[src/rtl/bus_driver_bank_if.sv]
// Bus bundle between the logic-module models and the bus driver bank.
// The master side drives mode/control and inputs; the slave side is the driver bank.
interface bus_driver_bank_if #(
  parameter int CHANNELS = 6
);
  logic [1:0]          mode;
  logic                oe;
  logic                strobe;
  logic [CHANNELS-1:0] in_a;
  logic [CHANNELS-1:0] in_b;
  logic [CHANNELS-1:0] in_c;
  logic [CHANNELS-1:0] out_d;
  logic [CHANNELS-1:0] out_e;
  logic                busy;

  modport master (
    output mode, oe, strobe, in_a, in_b, in_c,
    input  out_d, out_e, busy
  );

  modport slave (
    input  mode, oe, strobe, in_a, in_b, in_c,
    output out_d, out_e, busy
  );
endinterface

[src/rtl/bus_driver_bank.sv]
// Clocked bank of OR-type bus driver pairs (D = A|C, E = B|C) with pass,
// strobe-latch and minimum-width pulse-stretch modes, gated by output enable.
module bus_driver_bank #(
  parameter int CHANNELS = 6,
  parameter int STRETCH  = 8,
  parameter int CW       = 8
) (
  input  logic             clk,
  input  logic             rst_n,
  bus_driver_bank_if.slave bus
);

  localparam logic [CW-1:0] LOAD_C = CW'(STRETCH - 1);
  localparam logic [CW-1:0] ONE_C  = CW'(1);
  localparam logic [CW-1:0] ZERO_C = {CW{1'b0}};

  if ((CHANNELS < 1) || (CHANNELS > 32)) begin : g_bad_channels
    $error("bus_driver_bank: CHANNELS must be in 1..32");
  end
  if ((STRETCH < 1) || (STRETCH > 255)) begin : g_bad_stretch
    $error("bus_driver_bank: STRETCH must be in 1..255");
  end
  if (STRETCH > ((2 ** CW) - 1)) begin : g_bad_cw
    $error("bus_driver_bank: STRETCH does not fit in a CW-bit counter");
  end

  logic [CHANNELS-1:0]         nd_s;
  logic [CHANNELS-1:0]         ne_s;
  logic [CHANNELS-1:0]         reg_d_r;
  logic [CHANNELS-1:0]         reg_e_r;
  logic [CHANNELS-1:0]         reg_d_nxt_s;
  logic [CHANNELS-1:0]         reg_e_nxt_s;
  logic [CHANNELS-1:0][CW-1:0] cnt_d_r;
  logic [CHANNELS-1:0][CW-1:0] cnt_e_r;
  logic [CHANNELS-1:0][CW-1:0] cnt_d_nxt_s;
  logic [CHANNELS-1:0][CW-1:0] cnt_e_nxt_s;
  logic                        busy_r;
  logic                        busy_nxt_s;

  // One stretch step for a single output: returns {output, next counter}.
  function automatic logic [CW:0] stretch_step(input logic trig, input logic [CW-1:0] cnt);
    logic [CW:0] res;
    if (trig) begin
      res = {1'b1, LOAD_C};
    end else if (cnt != ZERO_C) begin
      res = {1'b1, cnt - ONE_C};
    end else begin
      res = {1'b0, ZERO_C};
    end
    return res;
  endfunction

  // Next-state of output registers, stretch counters and busy for the current mode.
  always_comb begin
    nd_s        = bus.in_a | bus.in_c;
    ne_s        = bus.in_b | bus.in_c;
    reg_d_nxt_s = reg_d_r;
    reg_e_nxt_s = reg_e_r;
    cnt_d_nxt_s = {(CHANNELS * CW){1'b0}};
    cnt_e_nxt_s = {(CHANNELS * CW){1'b0}};
    busy_nxt_s  = 1'b0;
    case (bus.mode)
      2'd1: begin
        if (bus.strobe) begin
          reg_d_nxt_s = nd_s;
          reg_e_nxt_s = ne_s;
        end else begin
          reg_d_nxt_s = reg_d_r;
          reg_e_nxt_s = reg_e_r;
        end
      end
      2'd2: begin
        for (int i = 0; i < CHANNELS; i++) begin
          {reg_d_nxt_s[i], cnt_d_nxt_s[i]} = stretch_step(nd_s[i], cnt_d_r[i]);
          {reg_e_nxt_s[i], cnt_e_nxt_s[i]} = stretch_step(ne_s[i], cnt_e_r[i]);
        end
        // Including the counters being drained this edge keeps busy aligned
        // with the full stretched pulse, last cycle included.
        busy_nxt_s = (|cnt_d_nxt_s) | (|cnt_e_nxt_s) | (|cnt_d_r) | (|cnt_e_r);
      end
      default: begin
        reg_d_nxt_s = nd_s;
        reg_e_nxt_s = ne_s;
      end
    endcase
  end

  // Bank state register with asynchronous clear.
  always_ff @(posedge clk or negedge rst_n) begin
    if (!rst_n) begin
      reg_d_r <= {CHANNELS{1'b0}};
      reg_e_r <= {CHANNELS{1'b0}};
      cnt_d_r <= {(CHANNELS * CW){1'b0}};
      cnt_e_r <= {(CHANNELS * CW){1'b0}};
      busy_r  <= 1'b0;
    end else begin
      reg_d_r <= reg_d_nxt_s;
      reg_e_r <= reg_e_nxt_s;
      cnt_d_r <= cnt_d_nxt_s;
      cnt_e_r <= cnt_e_nxt_s;
      busy_r  <= busy_nxt_s;
    end
  end

  assign bus.out_d = reg_d_r & {CHANNELS{bus.oe}};
  assign bus.out_e = reg_e_r & {CHANNELS{bus.oe}};
  assign bus.busy  = busy_r;

endmodule

[src/flat_wrapper.sv]
// flat-port wrapper written by rule: the top's interface ports become plain ports
module bus_driver_bank_flat 
#(
  parameter int CHANNELS = 6,
  parameter int STRETCH  = 8,
  parameter int CW       = 8
)
  (clk, rst_n, bus_mode, bus_oe, bus_strobe, bus_in_a, bus_in_b, bus_in_c, bus_out_d, bus_out_e, bus_busy);
  bus_driver_bank_if #(.CHANNELS(CHANNELS)) bus_i ();
  input  logic clk;
  input  logic rst_n;
  input wire logic [$bits(bus_i.mode)-1:0] bus_mode;
  input wire logic [$bits(bus_i.oe)-1:0] bus_oe;
  input wire logic [$bits(bus_i.strobe)-1:0] bus_strobe;
  input wire logic [$bits(bus_i.in_a)-1:0] bus_in_a;
  input wire logic [$bits(bus_i.in_b)-1:0] bus_in_b;
  input wire logic [$bits(bus_i.in_c)-1:0] bus_in_c;
  output wire logic [$bits(bus_i.out_d)-1:0] bus_out_d;
  output wire logic [$bits(bus_i.out_e)-1:0] bus_out_e;
  output wire logic [$bits(bus_i.busy)-1:0] bus_busy;
  assign bus_i.mode = bus_mode;
  assign bus_i.oe = bus_oe;
  assign bus_i.strobe = bus_strobe;
  assign bus_i.in_a = bus_in_a;
  assign bus_i.in_b = bus_in_b;
  assign bus_i.in_c = bus_in_c;
  assign bus_out_d = bus_i.out_d;
  assign bus_out_e = bus_i.out_e;
  assign bus_busy = bus_i.busy;
  bus_driver_bank #(.CHANNELS(CHANNELS), .STRETCH(STRETCH), .CW(CW)) u_core (.clk(clk), .rst_n(rst_n), .bus(bus_i));
endmodule
[config.mk]
export PLATFORM = sky130hd
export DESIGN_NAME = bus_driver_bank_flat
export DESIGN_NICKNAME = d
export VERILOG_FILES = /design/src/rtl/bus_driver_bank_if.sv /design/src/rtl/bus_driver_bank.sv /design/src/flat_wrapper.sv
export SDC_FILE = /design/constraint.sdc
export NUM_CORES = 1
export LEC_CHECK = 0
export CAP_MARGIN = 20
export CORE_MARGIN = 8
export CORE_UTILIZATION = 50
export CTS_BUF_LIST = sky130_fd_sc_hd__clkbuf_2
export DETAILED_ROUTE_END_ITERATION = 10
export PLACE_DENSITY = 0.71
export SLEW_MARGIN = 15
export SYNTH_ARGS = -nofsm -noshare
export SYNTH_HDL_FRONTEND = slang
export SYNTH_SLANG_ARGS = --single-unit
[constraint.sdc]
create_clock -name clk -period 2.2 [get_ports clk]
set_input_delay 0.33 -clock clk [delete_from_list [all_inputs] [get_ports clk]]
set_output_delay 0.33 -clock clk [all_outputs]
set_load 0.02 [all_outputs]
==> run_results.csv, run 1 <==
group,metric,value,unit
outcome,status,"completed",
global_routing,grt_max_degree,40,
sta,max_freq,466.1,MHz
synthesis,avgSynthCellArea,9.332,um^2
synthesis,synth_area_leaders,"dfrtp_1 49%, nor2_1 8.4%, xor2_1 4.8%, xnor2_1 4.5%, ha_1 4.0%",
clock_network,clock_sinks,109,
synthesis,synth_flop_cell,"dfrtp_1",
cells_and_area,drive_gt1_share,12.37,%
worst_setup_path,reg2reg_from,"u_core.cnt_d_r[5]$_DFF_PN0_",
synthesis,syn_inst,602,
cells_and_area,antenna_cells,0,
cells_and_area,final_cells,827,
global_routing,antenna_found_initial,0,
die,rows,38,
detailed_routing,vias_per_cell,5.363,
sta,clock_skew,0.02642,ns
worst_setup_path,cp.required,2.75,ns
sta,finalCritPeriodShare,97.52,%
cells_and_area,final_cell_mix,"126 x nor2_1, 109 x dfrtp_1, 49 x nand2_1",
clock_network,cts_buffers,9,
worst_setup_path,reg2regPathDepth,6,
pwr,p_clk_share,26.9,%
detailed_routing,ant_nets,0,
die,fp.coreArea,10890,um^2
place,place_hpwl,9161,um
sta,drv_slew,0,
sta,setup_ws,0.05467,ns
global_routing,grt_pass1_vias,4554,
worst_setup_path,critical_path_class,"flip-flop to flip-flop",
pwr,total_power,4178,uW
synthesis,synth_compound_area_share,7.795,%
cells_and_area,area.growth.synth_to_final,19.09,%
synthesis,synth_top_family_by_area,"simple AND/OR/NAND/NOR gates",
detailed_routing,first_pass_iters,4,
synthesis,synth_adder_area_share,4.009,%
sta,grt_setup_unrepaired,"true",
worst_setup_path,cp_data_arrival_time,2.70,ns
sta,timing_hold_violations_final,0,
worst_setup_path,start_kind,"flip-flop",
place,routabilityCongestion,0.8654,
clock_network,cts_tree,"done",
cells_and_area,fillers,940,
die,initial_utilization,51.60,%
global_routing,global_route.usage.met2,30.00,%
detailed_routing,drt_iter0_markers,205,
pwr,ir_worst_vdd,0.0005633,V
global_routing,grt_first_pass_wirelength,21290,um
synthesis,synth_cell_type_count,50,
pwr,p_comb_share,21.8,%
sta,fin_crit,2.145,ns
die,io_pins,37,
die,die_area,14880,um^2
place,pre_cts_slack,-0.09400,ns
pwr,leakage,0.003234,uW
clock_network,root_buffer,"clkbuf_2",
die,die_h,122,um
global_routing,grtUsageTotal,17.95,%
worst_setup_path,ff2ff_setup_slack,0.05,ns
synthesis,ys_seq_elements,109,
global_routing,top_usage_layer,"met2",
hold_path,hold_class,"input port to async pin",
pwr,pwr-share-seq,51.3,%
sta,worst_pin_slew,0.5798,ns
place,port_buffers,36,
clock_network,ctsLongestPathBuffers,2,
detailed_routing,wl,12500,um
global_routing,gr-total-overflow,0,
sta,max-slew-margin-rel,60.94,%
clock_network,htreeDepth,3,
detailed_routing,dr_total_vias,4435,
cells_and_area,final_common_cell,"nor2_1",
pwr,power.density,624.5,nW/um^2
synthesis,synth_mux_area_share,0.5568,%
synthesis,yosys.area_share.simple,26.70,%
clock_network,clock_latency,0.62,ns
sta,finalSetupViolCount,0,
synthesis,synth_nets,644,
global_routing,use_met1,22.29,%
worst_setup_path,cp-end-kind,"flip-flop",
place,place_inst,807,
pwr,intPower,2979,uW
detailed_routing,drc,0,
synthesis,yosysTopAreaCellShare,48.55,%
worst_setup_path,reg2reg_to,"u_core.bus.busy$_DFF_PN0_",
detailed_routing,drt-wirelength-per-cell,15.12,um
synthesis,ys_seq_area_share,48.55,%
pwr,switching_power,1199,uW
job,cap_violations,0,
global_routing,gr-usage-met3,5.183,%
cells_and_area,fin_nets,724,
synthesis,synth_edf_count,0,
synthesis,ys_async_sr_fraction,100.0,%
synthesis,yosysTopAreaCell,"dfrtp_1",
worst_setup_path,worst-path-max-fanout,3,
cells_and_area,utilization,61.45,%
die,fp.dieW,122,um
pwr,p_sw_share,28.69,%
synthesis,synth_xor_area_share,9.354,%
synthesis,ys_warn_count,0,
clock_network,clk_pin_slew,0.27,ns
synthesis,syn-cell-area,5618,um^2
==> how the worst max path moves through the flow <==
stage,endpoint,startpoint
after floorplan,u_core.bus.busy$_DFF_PN0_,u_core.cnt_d_r[40]$_DFF_PN0_
after global placement,u_core.bus.busy$_DFF_PN0_,bus_in_c[5]
after detailed placement,u_core.bus.busy$_DFF_PN0_,bus_in_c[5]
after CTS,bus_out_d[5],u_core.reg_d_r[5]$_DFFE_PN0P_
after global routing,u_core.bus.busy$_DFF_PN0_,u_core.cnt_d_r[5]$_DFF_PN0_
final,u_core.bus.busy$_DFF_PN0_,u_core.cnt_d_r[5]$_DFF_PN0_
==> through the flow <==
stage	cell area, um^2	hold slack [ns]	setup TNS [ns]
floorplan	5618	0.03441	0
global placement	6434	0.3483	-0.04860
detailed placement	6434	0.3424	-0.09400
CTS	6630	0.1453	0
global route	6690	0.1292	-0.05309
finish	6690	0.1923	0
==> final cells by class <==
class                   count  area, um^2  share of cell area, %
inverters                  28       105.1                  1.571
multi-input cells         453        2760                  41.26
well taps                 140       175.2                  2.618
flip-flops and latches    109        2728                  40.77
clock buffers               9       45.04                 0.6733
repair buffers             81       763.2                  11.41
clock inverters             7       113.9                  1.702
==> critical path, cell delays in order (launching register included) <==
cell	delay, ns
dfrtp_1	0.44
or4_4	0.56
or4_1	0.50
a21oi_2	0.15
a31oi_1	0.08
and4bb_1	0.23
a31oi_1	0.14
==> metal layers <==
metal | routed length, um | part of all wire (%)
met4 | 133 | 1.1
met2 | 6001 | 48
met5 | 0 | 0
met1 | 5753 | 46
met3 | 614 | 4.9
==> flip-flops by register name, indices dropped and copies added, names as in the netlist <==
signal	count
u_core.reg_e_r	6
u_core.reg_d_r	6
u_core.cnt_e_r	48
u_core.cnt_d_r	48
u_core.bus.busy	1
==> power groups by stage <==
| stage | Clock [uW] | Sequential, uW | Combinational [uW] |
|---|---|---|---|
| CTS | 1180 | 2140 | 916 |
| global route | 1250 | 2150 | 1020 |
| floorplan | 0 | 2160 | 560 |
| detailed placement | 0 | 2170 | 902 |
| finish | 1120 | 2140 | 912 |
| global placement | 0 | 2170 | 883 |
==> repair_timing <==
action / CTS / global route
hold buffers: 1 / 0
gates resized for setup: 3 / 17
setup buffers: 2 / 1
endpoints found under the hold margin: 50 / 0
endpoints found under the setup margin: 1 / 12
==> cell families after synthesis <==
| group | count (synthesis) |
|---|---|
| AO/OA/AOI/OAI | 72 |
| XOR/XNOR | 60 |
| adder cells (fa/ha/maj) | 18 |
| buffers and inverters | 40 |
| flip-flops | 109 |
| multiplexers | 3 |
| AND/OR/NAND/NOR | 300 |
==> synth_stat cells (2+ instances only) <==
library cell / n
a2111oi_0: 2
a21boi_0: 2
a21oi_1: 34
a31oi_1: 12
and2_1: 15
and3_1: 3
and4b_1: 2
clkbuf_1: 10
clkbuf_8: 2
dfrtp_1: 109
ha_1: 18
inv_1: 28
mux2i_1: 2
nand2_1: 49
nand2b_1: 9
nand3_1: 19
nand3b_1: 8
nand4_1: 2
nor2_1: 126
nor2b_1: 3
nor3_1: 19
nor3_2: 2
nor3b_1: 2
nor4_1: 13
nor4b_1: 3
nor4b_2: 2
o211ai_1: 2
o21a_1: 7
o21ai_0: 5
o31ai_1: 3
or3_1: 6
or3_2: 2
or4_1: 5
or4_4: 2
xnor2_1: 29
xor2_1: 31
Power figures use the tool's default switching activity.
==> inputs of run 2 (changes only) <==
--- a/config.mk
+++ b/config.mk
@@ -5,12 +5,13 @@
 export SDC_FILE = /design/constraint.sdc
 export NUM_CORES = 1
 export LEC_CHECK = 0
-export CAP_MARGIN = 20
+export CAP_MARGIN = 0
 export CORE_MARGIN = 8
-export CORE_UTILIZATION = 50
+export CORE_UTILIZATION = 60
 export CTS_BUF_LIST = sky130_fd_sc_hd__clkbuf_2
 export DETAILED_ROUTE_END_ITERATION = 10
-export PLACE_DENSITY = 0.71
+export DONT_BUFFER_PORTS = 1
+export PLACE_DENSITY = 0.78
 export SLEW_MARGIN = 15
 export SYNTH_ARGS = -nofsm -noshare
 export SYNTH_HDL_FRONTEND = slang
==> run 2 against run 1 <==
  * The run now ends with hold timing left
  * Fmax grew 0.62%
  * Via count grew 0.45%
  * Die area shrank 15%
  * First-iteration DRC count grew 50%
  * Sequential power is essentially flat
  * Final cell count shrank 8.2%
  * Sequential cell count is the same
  * Combinational power shrank 11%
  * Non-clock buffer count shrank 39
==> run_results.csv, run 2 (synthesis results as in run 1) <==
group,metric,value,unit
place,pre_cts_slack,0.05187,ns
pwr,leakage,0.002939,uW
detailed_routing,vias_per_cell,5.870,
sta,setup_ws,0.06794,ns
pwr,intPower,2717,uW
die,fp.dieW,112.8,um
cells_and_area,seq_area,2728,um^2
detailed_routing,wl,12580,um
detailed_routing,ant_nets,0,
pwr,switching_power,1196,uW
cells_and_area,drive_gt1_share,13.43,%
worst_setup_path,cp_data_arrival_time,2.63,ns
pwr,p_sw_share,30.56,%
sta,max-slew-margin-rel,62.59,%
detailed_routing,dr_total_vias,4455,
place,place_hpwl,8751,um
place,routabilityCongestion,0.9260,
global_routing,grt_first_pass_wirelength,20800,um
cells_and_area,fillers,683,
outcome,status,"finished with violations",
cells_and_area,final_common_cell,"nor2_1",
pwr,power.density,621.2,nW/um^2
clock_network,root_buffer,"clkbuf_2",
clock_network,ctsLongestPathBuffers,2,
sta,clock_skew,0.02683,ns
worst_setup_path,worst-path-max-fanout,3,
clock_network,htreeDepth,3,
sta,fin_hold_ws,-0.6412,ns
clock_network,cts_buffers,9,
clock_network,cts_tree,"done",
pwr,pwr-share-seq,54.9,%
hold_path,hold_class,"input port to async pin",
die,die_h,112.8,um
clock_network,clock_sinks,109,
worst_setup_path,critical_path_class,"flip-flop to flip-flop",
sta,drv_slew,0,
pwr,ir_worst_vdd,0.0003540,V
global_routing,grt_pass1_vias,4476,
clock_network,clock_latency,0.60,ns
clock_network,clk_pin_slew,0.30,ns
die,rows,35,
cells_and_area,reg.largest.list,"u_core.cnt_d_r x48, u_core.cnt_e_r x48",
sta,max_freq,469.0,MHz
sta,grt_setup_unrepaired,"true",
worst_setup_path,reg2reg_to,"u_core.bus.busy$_DFF_PN0_",
worst_setup_path,reg2regPathDepth,6,
detailed_routing,drt-wirelength-per-cell,16.57,um
sta,fin_crit,2.132,ns
sta,finalCritPeriodShare,96.91,%
cells_and_area,fin_nets,685,
die,io_pins,37,
die,fp.coreArea,9153,um^2
detailed_routing,first_pass_iters,5,
global_routing,grt_max_degree,110,
pwr,p_comb_share,20.9,%
cells_and_area,final_cell_mix,"124 x nor2_1, 109 x dfrtp_1, 49 x nand2_1",
cells_and_area,antenna_cells,0,
worst_setup_path,start_kind,"flip-flop",
die,initial_utilization,61.38,%
detailed_routing,drc,0,
worst_setup_path,cp-end-kind,"flip-flop",
global_routing,grtUsageTotal,20.09,%
outcome,violations,"hold timing",
global_routing,gr-total-overflow,0,
sta,worst_pin_slew,0.5612,ns
die,die_area,12720,um^2
sta,timing_hold_violations_final,109,
worst_setup_path,cp.required,2.69,ns
pwr,p_clk_share,24.2,%
sta,finalSetupViolCount,0,
worst_setup_path,ff2ff_setup_slack,0.07,ns
global_routing,antenna_found_initial,0,
place,port_buffers,0,
cells_and_area,area.growth.synth_to_final,12.12,%
detailed_routing,drt_iter0_markers,307,
job,cap_violations,0,
cells_and_area,multiInputGateArea,2870,um^2
worst_setup_path,reg2reg_from,"u_core.cnt_d_r[3]$_DFF_PN0_",
pwr,total_power,3913,uW
-- run 2: cell count changes in the layout (fill, tap and decap cells not counted), moves of 3 or more --
| cell | before | now |
|---|---|---|
| clkdlybuf4s50_1 | 24 | 0 |
| dlymetal6s2s_1 | 11 | 0 |
| buf_4 | 42 | 33 |
| dlygate4sd3_1 | 1 | 9 |
| nor4_1 | 12 | 8 |
| buf_12 | 3 | 0 |
| nor4_2 | 2 | 5 |
-- run 2: what timing repair did --
action / 4_1_cts / 5_1_grt
endpoints found under the hold margin: 115 / 111
pin swaps: 0 / 8
hold buffers: 9 / 2
endpoints found under the setup margin: 1 / 3
buffers inserted: 1 / 6
resized for setup: 1 / 29
-- run 2: power by group through the flow --
stage	Combinational (uW)	Clock (uW)	Sequential [uW]
3_5_place_dp	737	0	2180
6_report	816	946	2150
2_1_floorplan	560	0	2160
4_1_cts	757	967	2150
5_1_grt	907	1040	2160
3_3_place_gp	714	0	2180
-- run 2: metal layers --
metal,up-vias,share of wire (%),global-route usage [%]
met5,-,0,0
met4,0,2.0,7.644
met3,19,4.7,3.994
met2,102,51,34.20
met1,2227,43,24.70
li1,2107,-,-
-- run 2: worst max-delay path by stage --
stage                                            start                   endpoint  slack, ns
after CTS                  u_core.cnt_d_r[3]$_DFF_PN0_  u_core.bus.busy$_DFF_PN0_       0.01
after floorplan           u_core.cnt_d_r[40]$_DFF_PN0_  u_core.bus.busy$_DFF_PN0_       0.09
after global placement     u_core.cnt_d_r[5]$_DFF_PN0_  u_core.bus.busy$_DFF_PN0_       0.14
final                      u_core.cnt_d_r[3]$_DFF_PN0_  u_core.bus.busy$_DFF_PN0_       0.07
after global routing       u_core.cnt_e_r[0]$_DFF_PN0_  u_core.bus.busy$_DFF_PN0_      -0.06
after detailed placement   u_core.cnt_d_r[5]$_DFF_PN0_  u_core.bus.busy$_DFF_PN0_       0.05
-- run 2: final cells by class --
class	instances	share of cell area, %
clock buffer	9	0.7151
clock inverter	7	1.172
inverter	28	1.669
multi-input combinational	453	45.57
sequential	109	43.31
tap	111	2.205
timing repair buffer	42	5.364
-- run 2: metrics by stage --
stage / setup TNS [ns] / util, % / instances / instance area (um^2)
6_report: 0 / 68.82 / 759 / 6299
3_5_place_dp: 0 / 64.37 / 727 / 5892
2_1_floorplan: 0 / - / 602 / 5618
3_3_place_gp: 0 / 64.37 / 727 / 5892
4_1_cts: 0 / 66.79 / 753 / 6113
5_1_grt: -0.06257 / 68.82 / 759 / 6299
-- run 2: critical path: stages, from the launching register on --
cell and delay [ns]:
dfrtp_1 0.47, or4_4 0.55, buf_4 0.16, nor4b_4 0.24, or2b_2 0.33, nor4_2 0.18, a31oi_1 0.12
==> inputs of run 3 (changes only) <==
--- a/config.mk
+++ b/config.mk
@@ -11,7 +11,7 @@
 export CTS_BUF_LIST = sky130_fd_sc_hd__clkbuf_2
 export DETAILED_ROUTE_END_ITERATION = 10
 export DONT_BUFFER_PORTS = 1
-export PLACE_DENSITY = 0.78
+export PLACE_DENSITY = 0.75
 export SLEW_MARGIN = 15
 export SYNTH_ARGS = -nofsm -noshare
 export SYNTH_HDL_FRONTEND = slang
==> constraint.sdc (replaced) <==
create_clock -name clk -period 2.3 [get_ports clk]
set_input_delay 0.345 -clock clk [delete_from_list [all_inputs] [get_ports clk]]
set_output_delay 0.345 -clock clk [all_outputs]
set_load 0.02 [all_outputs]
==> run 3 against run 2 <==
  * Fmax is 4.0% lower
  * The flow still finishes with violations (hold timing)
  * Via count is 1.8% lower
  * Core utilization is 1.0 points lower
  * Largest power group unchanged
  * First-iteration DRC count is 21% lower
==> run_results.csv, run 3 (synthesis results as in run 1) <==
group,metric,value,unit
worst_setup_path,worst-path-max-fanout,3,
clock_network,cts_buffers,9,
global_routing,grt_pass1_vias,4374,
worst_setup_path,cp_data_arrival_time,2.70,ns
pwr,p_clk_share,25.5,%
detailed_routing,vias_per_cell,5.828,
sta,clock_skew,0.02864,ns
cells_and_area,fillers,700,
pwr,leakage,0.002907,uW
clock_network,clock_latency,0.59,ns
global_routing,grt_max_degree,110,
detailed_routing,drt_iter0_markers,242,
global_routing,gr-total-overflow,0,
global_routing,gr-usage-met3,4.792,%
clock_network,cts_tree,"done",
pwr,switching_power,1086,uW
worst_setup_path,critical_path_class,"flip-flop to flip-flop",
pwr,pwr-share-seq,54.8,%
sta,drv_slew,0,
pwr,power.density,604.2,nW/um^2
detailed_routing,wl,12540,um
place,pre_cts_slack,0.03824,ns
pwr,intPower,2663,uW
sta,worst_pin_slew,0.6206,ns
sta,max_freq,450.3,MHz
outcome,status,"finished with violations",
global_routing,global_route.usage.met2,34.48,%
cells_and_area,final_cell_mix,"126 x nor2_1, 109 x dfrtp_1, 49 x nand2_1",
clock_network,htreeDepth,3,
place,port_buffers,0,
die,fp.dieW,112.8,um
worst_setup_path,path_cells,"or4_4 > nor4_4 > mux2i_1 > nor4_1 > dlygate4sd3_1",
die,die_area,12720,um^2
global_routing,grt_first_pass_wirelength,20820,um
sta,fin_crit,2.221,ns
clock_network,ctsLongestPathBuffers,2,
cells_and_area,fin_nets,678,
global_routing,antenna_found_initial,0,
place,postPlaceCellArea,5832,um^2
hold_path,hold_class,"input port to async pin",
worst_setup_path,cp-end-kind,"flip-flop",
pwr,p_sw_share,28.97,%
detailed_routing,dr_total_vias,4377,
sta,max-slew-margin-rel,58.19,%
worst_setup_path,path_delay_family,"simple AND/OR/NAND/NOR gates",
worst_setup_path,critical-path-slowest-cell,"or4_4",
cells_and_area,reg.largest.list,"u_core.cnt_d_r x48, u_core.cnt_e_r x48",
clock_network,clock_sinks,109,
place,place_hpwl,8678,um
worst_setup_path,crit_buf_inv,1,
detailed_routing,ant_nets,0,
global_routing,grtUsageTotal,20.45,%
worst_setup_path,cp.required,2.78,ns
die,initial_utilization,61.38,%
detailed_routing,drc,0,
cells_and_area,antenna_cells,0,
clock_network,hold_buffers,16,
die,fp.coreArea,9153,um^2
cells_and_area,final_common_cell,"nor2_1",
detailed_routing,drt-wirelength-per-cell,16.70,um
global_routing,top_usage_layer,"met2",
cells_and_area,final_area,6205,um^2
clock_network,clk_pin_slew,0.28,ns
worst_setup_path,start_kind,"flip-flop",
outcome,violations,"hold timing",
clock_network,root_buffer,"clkbuf_2",
pwr,p_comb_share,19.7,%
sta,setup_ws,0.07948,ns
sta,fin_hold_ws,-0.5998,ns
die,io_pins,37,
sta,timing_hold_violations_final,109,
die,rows,35,
worst_setup_path,cpPeakStageDelay,0.58,ns
global_routing,use_met1,25.30,%
pwr,ir_worst_vdd,0.0005765,V
sta,finalSetupViolCount,0,
die,die_h,112.8,um
detailed_routing,first_pass_iters,5,
job,cap_violations,0,
sta,finalCritPeriodShare,96.54,%
cells_and_area,drive_gt1_share,9.688,%
cells_and_area,area.growth.synth_to_final,10.45,%
place,routabilityCongestion,0.8762,
==> run 3: worst reg2reg max path: cells and delay by family (launching register included) <==
family                 cells  cell delay, ns
and+or+nand+nor            3            0.89
DFF                        1            0.45
muxes                      1            0.22
buffers and inverters      1            0.57
==> run 3: final timing paths <==
kind	startpoint	slack [ns]	cells after the start	endpoint
worst min-delay path	rst_n	-0.60	0	u_core.cnt_e_r[44]$_DFF_PN0_
max in group asynchronous	rst_n	2.72	0	u_core.cnt_d_r[23]$_DFF_PN0_
worst max-delay path	u_core.cnt_d_r[41]$_DFF_PN0_	0.08	5	u_core.cnt_d_r[47]$_DFF_PN0_
worst min register to register	u_core.reg_d_r[0]$_DFFE_PN0P_	0.54	1	u_core.reg_d_r[0]$_DFFE_PN0P_
min in group clk	bus_in_c[2]	0.05	3	u_core.cnt_e_r[17]$_DFF_PN0_
worst max register to register	u_core.cnt_d_r[41]$_DFF_PN0_	0.08	5	u_core.cnt_d_r[47]$_DFF_PN0_
==> run 3: through the flow <==
step                std cells  util [%]  setup TNS [ns]  power, uW
finish                    751     67.79               0       3749
global route              751     67.79        -0.06354       3938
CTS                       750     66.90               0       3748
detailed placement        719     63.72               0       2772
global placement          719     63.72               0       2751
floorplan                 602         -               0       2605
==> run 3: final cells by class <==
| cell class | count | area, um^2 | area share [%] |
|---|---|---|---|
| sequential | 109 | 2728 | 43.96 |
| clock inverter | 6 | 86.33 | 1.391 |
| timing repair buffer | 35 | 302.8 | 4.880 |
| multi-input combinational | 453 | 2799 | 45.11 |
| clock buffer | 9 | 45.04 | 0.7260 |
| inverter | 28 | 105.1 | 1.694 |
| tap | 111 | 138.9 | 2.238 |
==> run 3: per-layer routing <==
metal	routed length (um)	vias up
met1	5420	2174
met3	643	11
met2	6320	97
met5	0	-
li1	-	2095
met4	155	0
==> run 3: power by group through the flow <==
| stage | Sequential, uW | Combinational, uW | Clock [uW] |
|---|---|---|---|
| 5_1_grt | 2070 | 822 | 1050 |
| 2_1_floorplan | 2070 | 536 | 0 |
| 3_5_place_dp | 2080 | 689 | 0 |
| 3_3_place_gp | 2080 | 671 | 0 |
| 4_1_cts | 2050 | 714 | 982 |
| 6_report | 2060 | 738 | 956 |
==> run 3: what timing repair did <==
item / in CTS / in global routing
buffers inserted: 0 / 1
hold endpoints to repair: 121 / 109
gates resized for setup: 0 / 13
setup endpoints to repair: 0 / 4
